===== src/rtl/pipe_pkg.sv =====
// Shared definitions for the inter-stage pipeline registers: default bundle
// widths, bit positions inside the control bundle and the ALUOp encodings.
package pipe_pkg;

    localparam int CTRL_W_DEF = 8;
    localparam int DATA_W_DEF = 96;
    localparam int CNT_W_DEF  = 16;

    // Bit positions inside the control bundle
    localparam int CTRL_REGWRITE = 7;
    localparam int CTRL_MEMTOREG = 6;
    localparam int CTRL_MEMWRITE = 5;
    localparam int CTRL_MEMREAD  = 4;
    localparam int CTRL_ALUSRC   = 3;
    localparam int CTRL_REGDST   = 2;
    localparam int CTRL_ALUOP    = 0;   // lsb of the 2-bit ALUOp field
    localparam int CTRL_ALUOP_W  = 2;

    typedef enum logic [1:0] {
        ALUOP_ADD   = 2'b00,   // loads / stores: address add
        ALUOP_SUB   = 2'b01,   // branches: compare by subtract
        ALUOP_RTYPE = 2'b10,   // decode from funct field
        ALUOP_IMM   = 2'b11    // immediate arithmetic
    } aluop_e;

endpackage


===== src/rtl/pipe_entry_reg.sv =====
// One pipeline entry: valid bit plus control and data bundles.
// clear (bubble) has priority over load; otherwise the entry holds.
// Whenever the entry becomes invalid and CLR_CTRL is set, its control bits are
// zeroed in the flop, so a bubble never carries live control signals.
module pipe_entry_reg
    import pipe_pkg::*;
#(
    parameter int CTRL_W   = CTRL_W_DEF,
    parameter int DATA_W   = DATA_W_DEF,
    parameter bit CLR_CTRL = 1'b1
) (
    input  logic              clk_i,
    input  logic              rst_i,
    input  logic              load,
    input  logic              clear,
    input  logic              valid_d,
    input  logic [CTRL_W-1:0] ctrl_d,
    input  logic [DATA_W-1:0] data_d,
    output logic              valid_q,
    output logic [CTRL_W-1:0] ctrl_q,
    output logic [DATA_W-1:0] data_q
);

    // Entry register: async reset to an empty, all-zero entry
    always_ff @(posedge clk_i or negedge rst_i) begin
        if (!rst_i) begin
            valid_q <= 1'b0;
            ctrl_q  <= '0;
            data_q  <= '0;
        end else if (clear) begin
            valid_q <= 1'b0;
            if (CLR_CTRL) ctrl_q <= '0;
        end else if (load) begin
            valid_q <= valid_d;
            if (valid_d) begin
                ctrl_q <= ctrl_d;
                data_q <= data_d;
            end else if (CLR_CTRL) begin
                ctrl_q <= '0;
            end
        end
    end

endmodule


===== src/rtl/elastic_pipe_stage.sv =====
// Elastic inter-stage pipeline register with valid/ready handshake,
// flush-to-bubble and a saturating stall-cycle counter.
// Optional macro ELASTIC_PIPE_SKID_EN adds a second (skid) entry so that
// ready_o becomes a pure register; without it the stage has a single entry
// and ready_o depends combinationally on ready_i/stall_i.
//
// Handshake: a beat is accepted on a rising edge where valid_i & ready_o, and
// handed off on a rising edge where valid_o & ready_i & !stall_i. stall_i acts
// exactly like ready_i=0 on the output side. flush_i empties every entry at
// the edge (a beat accepted in that cycle is dropped) and wins over stall_i.
module elastic_pipe_stage
    import pipe_pkg::*;
#(
    parameter int CTRL_W   = CTRL_W_DEF,
    parameter int DATA_W   = DATA_W_DEF,
    parameter int CNT_W    = CNT_W_DEF,
    parameter bit CLR_CTRL = 1'b1
) (
    input  logic              clk_i,
    input  logic              rst_i,
    input  logic              valid_i,
    output logic              ready_o,
    input  logic [CTRL_W-1:0] ctrl_i,
    input  logic [DATA_W-1:0] data_i,
    output logic              valid_o,
    input  logic              ready_i,
    output logic [CTRL_W-1:0] ctrl_o,
    output logic [DATA_W-1:0] data_o,
    input  logic              stall_i,
    input  logic              flush_i,
    output logic [CNT_W-1:0]  stall_cnt_o
);

    logic              handoff;
    logic              accept;
    logic              main_load;
    logic              main_valid_d;
    logic [CTRL_W-1:0] main_ctrl_d;
    logic [DATA_W-1:0] main_data_d;

    assign handoff = valid_o & ready_i & ~stall_i;
    assign accept  = valid_i & ready_o;

`ifdef ELASTIC_PIPE_SKID_EN
    logic              skid_valid;
    logic [CTRL_W-1:0] skid_ctrl;
    logic [DATA_W-1:0] skid_data;
    logic              main_free;
    logic              skid_load;
    logic              skid_valid_d;

    // Ready only reflects skid occupancy, so it is straight off a flop
    assign ready_o   = ~skid_valid;
    // Main can take a new beat when it is empty or its beat leaves this edge
    assign main_free = ~valid_o | handoff;

    // Steering: main refills from skid first (FIFO order), else from input;
    // skid drains into main, or catches a beat while main is held
    always_comb begin
        main_load    = main_free;
        main_valid_d = skid_valid | accept;
        main_ctrl_d  = skid_valid ? skid_ctrl : ctrl_i;
        main_data_d  = skid_valid ? skid_data : data_i;
        skid_load    = main_free ? skid_valid : accept;
        skid_valid_d = ~main_free;
    end

    pipe_entry_reg #(
        .CTRL_W   (CTRL_W),
        .DATA_W   (DATA_W),
        .CLR_CTRL (CLR_CTRL)
    ) u_skid (
        .clk_i   (clk_i),
        .rst_i   (rst_i),
        .load    (skid_load),
        .clear   (flush_i),
        .valid_d (skid_valid_d),
        .ctrl_d  (ctrl_i),
        .data_d  (data_i),
        .valid_q (skid_valid),
        .ctrl_q  (skid_ctrl),
        .data_q  (skid_data)
    );
`else
    // Single entry: room whenever empty or its beat leaves this edge
    assign ready_o = ~valid_o | (ready_i & ~stall_i);

    // Main entry updates on any accept or handoff; a handoff with no
    // accept loads a bubble
    always_comb begin
        main_load    = accept | handoff;
        main_valid_d = accept;
        main_ctrl_d  = ctrl_i;
        main_data_d  = data_i;
    end
`endif

    pipe_entry_reg #(
        .CTRL_W   (CTRL_W),
        .DATA_W   (DATA_W),
        .CLR_CTRL (CLR_CTRL)
    ) u_main (
        .clk_i   (clk_i),
        .rst_i   (rst_i),
        .load    (main_load),
        .clear   (flush_i),
        .valid_d (main_valid_d),
        .ctrl_d  (main_ctrl_d),
        .data_d  (main_data_d),
        .valid_q (valid_o),
        .ctrl_q  (ctrl_o),
        .data_q  (data_o)
    );

    // Stall counter: one per edge with a waiting output beat, sticks at all-ones
    always_ff @(posedge clk_i or negedge rst_i) begin
        if (!rst_i) begin
            stall_cnt_o <= '0;
        end else if (valid_o && !(ready_i && !stall_i) && !(&stall_cnt_o)) begin
            stall_cnt_o <= stall_cnt_o + CNT_W'(1);
        end
    end

endmodule


===== config.mk =====
export PLATFORM = sky130hd
export DESIGN_NAME = elastic_pipe_stage
export DESIGN_NICKNAME = d
export VERILOG_FILES = /design/src/rtl/pipe_pkg.sv /design/src/rtl/pipe_entry_reg.sv /design/src/rtl/elastic_pipe_stage.sv
export SDC_FILE = /design/constraint.sdc
export NUM_CORES = 1
export LEC_CHECK = 0
export CAP_MARGIN = 20
export CORE_MARGIN = 2
export CORE_UTILIZATION = 37
export DETAILED_ROUTE_END_ITERATION = 8
export GPL_TIMING_DRIVEN = 0
export MAX_ROUTING_LAYER = met4
export PLACE_DENSITY = 0.76
export SLEW_MARGIN = 5
export SYNTH_ARGS = -nofsm -noshare
export SYNTH_HDL_FRONTEND = slang
export SYNTH_SLANG_ARGS = --single-unit

===== constraint.sdc =====
create_clock -name clk_i -period 1.45 [get_ports clk_i]
set_input_delay 0.29 -clock clk_i [delete_from_list [all_inputs] [get_ports clk_i]]
set_output_delay 0.29 -clock clk_i [all_outputs]
set_load 0.01 [all_outputs]

After elaboration in Yosys (flattened, before gate mapping)
Cells that the tools add are included.
{ "op_classes": {"n_mux": 5, "n_reduce_logical": 9, "addsub": 1, "n_bitwise": 9} }
{ "op_table": {"columns": ["cell", "n"], "rows": [
  ["two-way mux 8 bit", 3],
  ["adder 16 x 1 -> 16 bit, second input constant", 1],
  ["AND reduction 16 bit", 1],
  ["AND 1 bit", 4],
  ["logical AND 1 bit", 3],
  ["zero test 1 bit", 3],
  ["NOT 1 bit", 3],
  ["AND reduction 3 bit", 1],
  ["two-way mux 1 bit", 2],
  ["bitwise OR 1 bit", 2],
  ["nonzero test 2 bit", 1]
]} }
{ "totals": {"out_inout_bits": 122, "register_bits": 121, "in_bits": 110, "wordCells": 28} }

Longest topological paths before layout
Gate-level depths: netlist of run 1.
{ "logic_depth": {"depth_word": 7, "ltp_mapped": 7, "mapped_depth_nobuf": 5} }

Cells and area by module
Synthesis of run 1 repeated with hierarchy kept, for this count alone.
{ "unflattened": {"hier_cells": 320, "hier_area_um2": 4962.3} }
{ "modules_own_cells": {"columns": ["mod", "n_inst", "seq_area_each_um2", "cells_per_inst", "area_per_inst_um2"], "rows": [
  ["pipe_entry_reg", 1, 2627.5, 242, 4122.7],
  ["elastic_pipe_stage", 1, 400.4, 78, 839.6]
]} }

Worst setup path before layout of run 1
Ideal clock, no wire load.
{ "synth_path": {"kind": "reg2reg", "from": "register stall_cnt_o[0]", "to": "register stall_cnt_o[1]", "synth_period_minus_slack_ns": 1.693, "required_time_ns": 1.325, "path_stages_with_launch": 6, "arrival_time_ns": 1.568, "n_path_buf": 0, "setup_ns": 0.125, "path_slack_ns": -0.243, "path_cell_list": "dfrtp_1 > ha_1 > nand3_1 > nor4_4 > nor2_2 > mux2_4"} }
{ "synth_between": {"elab_chain_len": 3} }
{ "synth_lines": {"columns": ["element", "line_no", "source"], "rows": [
  ["start: declaration", "elastic_pipe_stage.sv:31", "output logic [CNT_W-1:0] stall_cnt_o"],
  ["start signal: assignment", "elastic_pipe_stage.sv:120", "stall_cnt_o <= stall_cnt_o + CNT_W'(1);"],
  ["parallel branches: the longest is 3 deep, another holds adder 16 x 1 -> 16 bit", null, null]
]} }
Several ways; the timed one is not identified.
A chain may end at the register's enable or synchronous reset.

Worst setup path after layout of run 1
{ "layout_path": {"from": "register stall_cnt_o[9]", "to": "register stall_cnt_o[1]"} }
{ "layout_between": {"elab_chain_len": 3} }
{ "layout_lines": {"columns": ["element", "line_no", "source"], "rows": [
  ["AND reduction 16 bit", "elastic_pipe_stage.sv:119", "end else if (valid_o && !(ready_i && !stall_i) && !(&stall_cnt_o)) begin"],
  ["zero test 1 bit", "elastic_pipe_stage.sv:119", null],
  ["logical AND 1 bit", "elastic_pipe_stage.sv:119", null]
]} }
No other way between the ends.

==> impl_metrics.toml, run 1 <==
[yosys]
ys_types = 27
yosysTopAreaCell = "dfrtp_1"
ys_ff_latch = 121
yosysWarnings = 0
synth_nets = 410
synth_most_common_cell = "dfrtp_1"
synthCells = 299
synthTopCellsByCount = "dfrtp_1, mux2_4, mux2_2"
synth-main-ff-cell = "dfrtp_1"
synth_top_area_share_pct = 61.5
synth_sequential_area_ratio_pct = 61.5
syn-cell-area_um2 = 4930
synth-async-reset-ratio_pct = 100
synth.area.top_cells = "dfrtp_1, mux2_4, mux2_2"
syn_area_per_cell_um2 = 16.5
synth_edf_count = 0

[placement]
dpl.hpwl_um = 9040
post_dp_cell_area_um2 = 7580
io_buffer_count = 231
place.gp.congestion = 0.803
placed_cells = 707

[setup_path]
cp_data_arrival_time_ps = 2010
reg2reg_depth = 5
r2r_setup_slack_ps = -270
worstSetupPathType = "flop to flop"
endpoint = "stall_cnt_o[1]$_DFFE_PN0P_"
cp-startpoint = "stall_cnt_o[9]$_DFFE_PN0P_"
required_ps = 1740
start_kind = "flop"
end_kind = "flop"
crit_fanout = 5
rr_endpoint = "stall_cnt_o[1]$_DFFE_PN0P_"
worst_r2r_startpoint = "stall_cnt_o[9]$_DFFE_PN0P_"

[grt]
grt_max_degree = 99
grt_pass1_wl_um = 23100
grt_pass1_vias = 4215
antenna_found_initial = 0
track_usage_pct = 21.7
grt_remaining_overflow = 0

[finish]
fin_nets = 711
fillCellCount = 930
antennaDiodeCount = 0
multi_input_area_um2 = 2160
fin_cells = 788
layout-drive-gt1-share_pct = 38.1
design_area_um2 = 9040
syn_to_final_growth_pct = 83.5
regArea_um2 = 3040

[routing]
drtIter0Drc = 168
wl_met1_um = 6010
top_layer = "met4"
wl_um = 15100
drc = 0
final_antenna_net_count = 0
dr.pass1.iters = 5
route.met2.wl_um = 7870
route.met3.wl_um = 994
via_per_inst = 4.79
wl_per_cell_um = 19.1
vias = 3772

[floorplanning]
start_util_pct = 37.5
die_area_um2 = 14300
core_um2 = 13100
fp.dieW_um = 119
rows = 42
pin_count = 232
die-height_um = 119

[outcome]
run_status = "complete, but fails checks"
violations = "negative setup slack"

[timing]
hold_ws_ps = 258
worstMarginPinSlew_ps = 470
setup_slack_ps = -271
skew_ps = 6.08
finalCritPeriodShare_pct = 119
hold_viol = 0
slew_headroom_pct = 68.7
grt_setup_unrepaired = "true"
max_freq_mhz = 581
setup-violations-final = 114
setup-tns-final_ps = -8080
fin_crit_ps = 1720
drv_slew = 0

[clock_tree]
htree_levels = 4
cts_buffers = 17
cts.root.buffer_cell = "clkbuf_16"
clkTransAtPathRegs_ps = 50
cts_buffer_depth = 2
cts_sinks = 121
insertion_delay_ps = 410
cts_tree = "built"

[power]
p_per_area_nw_per_um2 = 1310
irDropWorstVdd_v = 0.00105
leakage_nw = 4.31

[min_path]
min_path_type = "input port to flop"

[flow_run]
max_cap_viol_count = 0
kinds of logic (layout without fill, tap and decap cells):
group	after synthesis	after routing	synth area share (%)
compound gates	12	12	1.83
xor+xnor	13	13	2.31
fa+ha+maj	1	1	0.254
buf+inv	12	325	2.11
flops	121	121	61.5
mux	98	98	26.4
simple gates	42	42	5.61
power breakdown:
| part | total, W | internal (W) | switching (W) |
|---|---|---|---|
| Sequential | 0.00435 | 0.00397 | 0.000382 |
| Clock | 0.00447 | 0.00299 | 0.00147 |
| Combinational | 0.00303 | 0.00186 | 0.00117 |
| Total | 0.0119 | 0.00882 | 0.00303 |
flip-flops by register name (all words and copies together), names as in the netlist:
name            flops
stall_cnt_o        16
u_main.data_q      96
u_main.ctrl_q       8
u_main.valid_q      1
worst min path at each step:
stage,startpoint,to,slack [ps],depth (start not counted)
6_report,flush_i,u_main.valid_q$_DFFE_PN0P_,260,2
5_1_grt,flush_i,u_main.valid_q$_DFFE_PN0P_,270,2
4_1_cts,flush_i,u_main.valid_q$_DFFE_PN0P_,230,2
3_5_place_dp,rst_i,u_main.data_q[64]$_DFFE_PN0P_,160,1
3_3_place_gp,u_main.ctrl_q[5]$_DFFE_PN0P_,u_main.ctrl_q[5]$_DFFE_PN0P_,480,1
2_1_floorplan,rst_i,stall_cnt_o[0]$_DFFE_PN0P_,-6,0
worst max-delay path, cell delays in order, from the launching register on:
cell and delay [ps]:
dfrtp_1 410, nand4_1 280, nor4_4 390, buf_4 200, nor2_4 40, mux2_4 280
metrics by stage:
step	utilization, %	total power [W]	worst slack (ps)
after CTS	68.7	0.0119	-162
after global routing	68.8	0.0124	-315
final	68.8	0.0119	-271
after detailed placement	57.7	0.00734	-653
after floorplan	-	0.00554	-172
after global placement	57.5	0.00725	-4880
final cells by class:
cell class | instances | share of cell area (%)
multi-input combinational | 166 | 23.9
clock buffer | 23 | 5.29
sequential | 121 | 33.6
tap | 176 | 2.43
buffer | 11 | 2.23
timing repair buffer | 283 | 31.0
clock inverter | 8 | 1.58
per-layer routing:
metal	up-vias	GRT usage, %
met4	0	5.96
met1	1918	24.9
met5	-	-
met2	162	37.1
li1	1675	-
met3	17	6.70
placed cells by master (no fill, tap or decap), types with 5 or more instances in the layout:
master           instances
a22o_1                   8
buf_12                  17
buf_4                   29
buf_6                    8
clkbuf_16               19
clkdlybuf4s15_1          5
clkdlybuf4s50_1        105
dfrtp_1                112
dfrtp_2                  9
dlygate4sd2_1          114
mux2_4                  98
nand2_1                  6
xor2_1                  13
timing repair:
item	CTS	global route
gates cloned	10	2
gates resized for setup	242	21
hold buffers	1	0
pin swaps	19	9
buffers inserted	31	15
endpoints found under the hold margin	23	0
setup endpoints to repair	242	129
No activity file was read; power rests on OpenSTA's default activity.
==> inputs of run 2 (changes only) <==
--- a/config.mk
+++ b/config.mk
@@ -8,6 +8,7 @@
 export CAP_MARGIN = 20
 export CORE_MARGIN = 2
 export CORE_UTILIZATION = 37
+export CTS_CLUSTER_DIAMETER = 120
 export DETAILED_ROUTE_END_ITERATION = 8
 export GPL_TIMING_DRIVEN = 0
 export MAX_ROUTING_LAYER = met4
==> results of run 2 <==
The final DEF is identical to that of run 1; final timing and power are the same.
==> inputs of run 3 (changes only) <==
--- a/config.mk
+++ b/config.mk
@@ -7,12 +7,12 @@
 export LEC_CHECK = 0
 export CAP_MARGIN = 20
 export CORE_MARGIN = 2
-export CORE_UTILIZATION = 37
+export CORE_UTILIZATION = 35
 export CTS_CLUSTER_DIAMETER = 120
 export DETAILED_ROUTE_END_ITERATION = 8
 export GPL_TIMING_DRIVEN = 0
 export MAX_ROUTING_LAYER = met4
-export PLACE_DENSITY = 0.76
+export PLACE_DENSITY = 0.73
 export SLEW_MARGIN = 5
 export SYNTH_ARGS = -nofsm -noshare
 export SYNTH_HDL_FRONTEND = slang
==> run 3 against run 2 <==
Worst hold slack gained 7.7 ps; wire length down 4.7%; utilization shrank 4.2 points; the run still ends with negative setup slack left; sequential share of layout area is 0.42 points higher; clock power decreased by 8.9%.
==> impl_metrics.toml, run 3 (synthesis results as in run 1) <==
[timing]
hold_viol = 0
finalCritPeriodShare_pct = 109
setup-tns-final_ps = -7890
skew_ps = 9.55
worstMarginPinSlew_ps = 623
fin_crit_ps = 1580
drv_slew = 0
grt_setup_unrepaired = "true"
setup_slack_ps = -130
max_freq_mhz = 633
setup-violations-final = 113
slew_headroom_pct = 58.5

[power]
irDropWorstVdd_v = 0.000742
clkPwrFrac_pct = 35.9
p_seq_share_pct = 38.3
combPwrFrac_pct = 25.8
p_int_w = 0.00841
leakage_nw = 4.25
switching_share_pct = 25.8
p_per_area_nw_per_um2 = 1270
netSwitchingPower_w = 0.00293

[finish]
syn_to_final_growth_pct = 81.3
layout_commonest_cell = "dlygate4sd2_1"
fin_cells = 787
layout_common_cells = "dlygate4sd2_1, dfrtp_1, clkdlybuf4s50_1"
layout-drive-gt1-share_pct = 37.9
reg_top3 = "u_main.data_q x96, stall_cnt_o x16, u_main.ctrl_q x8"
top_register = "u_main.data_q"
fin_nets = 706
largest_reg_flops = 96
antennaDiodeCount = 0

[grt]
grt_pass1_wl_um = 20800
grt_pass1_vias = 3974
antenna_found_initial = 0
track_usage_pct = 18.9
grt_remaining_overflow = 0
grt_max_degree = 68

[floorplanning]
pin_count = 232
die-height_um = 123
fp.dieW_um = 123
die_area_um2 = 15000
start_util_pct = 35.6
core_um2 = 13800
rows = 43

[setup_path]
worst_r2r_startpoint = "u_main.valid_q$_DFFE_PN0P_"
worstSetupPathType = "flop to flop"
required_ps = 1750
slowest_delay_ps = 420
start_kind = "flop"
cp_slowest_cell = "dfrtp_2"
end_kind = "flop"
reg2reg_depth = 6
rr_endpoint = "u_main.data_q[14]$_DFFE_PN0P_"
r2r_setup_slack_ps = -130
cp_data_arrival_time_ps = 1880
crit_top_cell = "buf_8"
crit_fanout = 5
worstPathCellList = "nand2_4 > and3b_2 > buf_6 > buf_8 > buf_8 > mux2_2"

[outcome]
violations = "negative setup slack"
run_status = "complete, but fails checks"

[placement]
place.gp.congestion = 0.778
io_buffer_count = 231
place_ws_ps = -631
dpl.hpwl_um = 9130
placed_cells = 711

[clock_tree]
cts_tree = "built"
clkTransAtPathRegs_ps = 60
cts.root.buffer_cell = "clkbuf_16"
insertion_delay_ps = 410
cts_sinks = 121
cts_buffer_depth = 2
cts_buffers = 17
htree_levels = 4

[routing]
wl_per_cell_um = 18.2
drc = 0
via_per_inst = 4.74
vias = 3730
final_antenna_net_count = 0
dr.pass1.iters = 4
wl_um = 14400
drtIter0Drc = 114

[min_path]
hold_depth = 2
hold_end = "u_main.valid_q$_DFFE_PN0P_"
min_path_type = "input port to flop"
hp-start = "flush_i"

[flow_run]
max_cap_viol_count = 0
[run 3: layout make-up]
class | count | area [um^2]
Multi-Input combinational cell | 166 | 2120
Clock buffer | 22 | 474
Sequential cell | 121 | 3040
Clock inverter | 9 | 97.6
Buffer | 10 | 190
Fill cell | 1006 | 4890
Timing Repair Buffer | 279 | 2780
Tap cell | 180 | 225
[run 3: per-layer routing]
metal	track usage (%)	vias to the layer above	wire [um]
met2	31.3	149	7440
met1	20.9	1888	5670
met4	7.97	0	328
met3	6.23	29	921
met5	-	-	0
li1	-	1664	-
[run 3: metrics by stage]
step                cell area (um^2)  hold WS [ps]  power, W  util (%)
floorplan                       5020         -5.59   0.00554         -
global placement                7550           484   0.00726      54.6
detailed placement              7580           324   0.00733      54.8
CTS                             8650           238    0.0113      62.6
global route                    8930           276    0.0119      64.6
finish                          8930           266    0.0113      64.6
[run 3: how the worst max path moves through the flow]
stage	from	to	slack, ps	cells after the start
2_1_floorplan	stall_cnt_o[0]$_DFFE_PN0P_	stall_cnt_o[1]$_DFFE_PN0P_	-170	5
3_3_place_gp	rst_i	u_main.valid_q$_DFFE_PN0P_	-4940	1
3_5_place_dp	ready_i	u_main.data_q[74]$_DFFE_PN0P_	-630	8
4_1_cts	u_main.valid_q$_DFFE_PN0P_	u_main.data_q[63]$_DFFE_PN0P_	-190	8
5_1_grt	stall_cnt_o[14]$_DFFE_PN0P_	stall_cnt_o[1]$_DFFE_PN0P_	-200	6
6_report	u_main.valid_q$_DFFE_PN0P_	u_main.data_q[14]$_DFFE_PN0P_	-130	6
[run 3: worst max-delay path, delay by kind of cell (launching register included)]
family,cells,cell delay [ps]
buf+inv,3,400
flops,1,420
mux,1,330
simple gates,2,310
[run 3: timing repair]
item,CTS,global route
resized for setup,215,50
setup endpoints to repair,240,126
hold endpoints to repair,66,0
pin swaps,16,22
buffers inserted,28,12
hold buffers,1,0
gates cloned,5,5
[run 3: power groups by stage]
stage | Clock, W | Combinational, W | Sequential [W]
after floorplan | 0 | 0.000892 | 0.00465
after global placement | 0 | 0.00287 | 0.00439
after detailed placement | 0 | 0.00292 | 0.00441
after CTS | 0.00415 | 0.00283 | 0.00432
after global routing | 0.00433 | 0.00311 | 0.00441
final | 0.00407 | 0.00292 | 0.00434
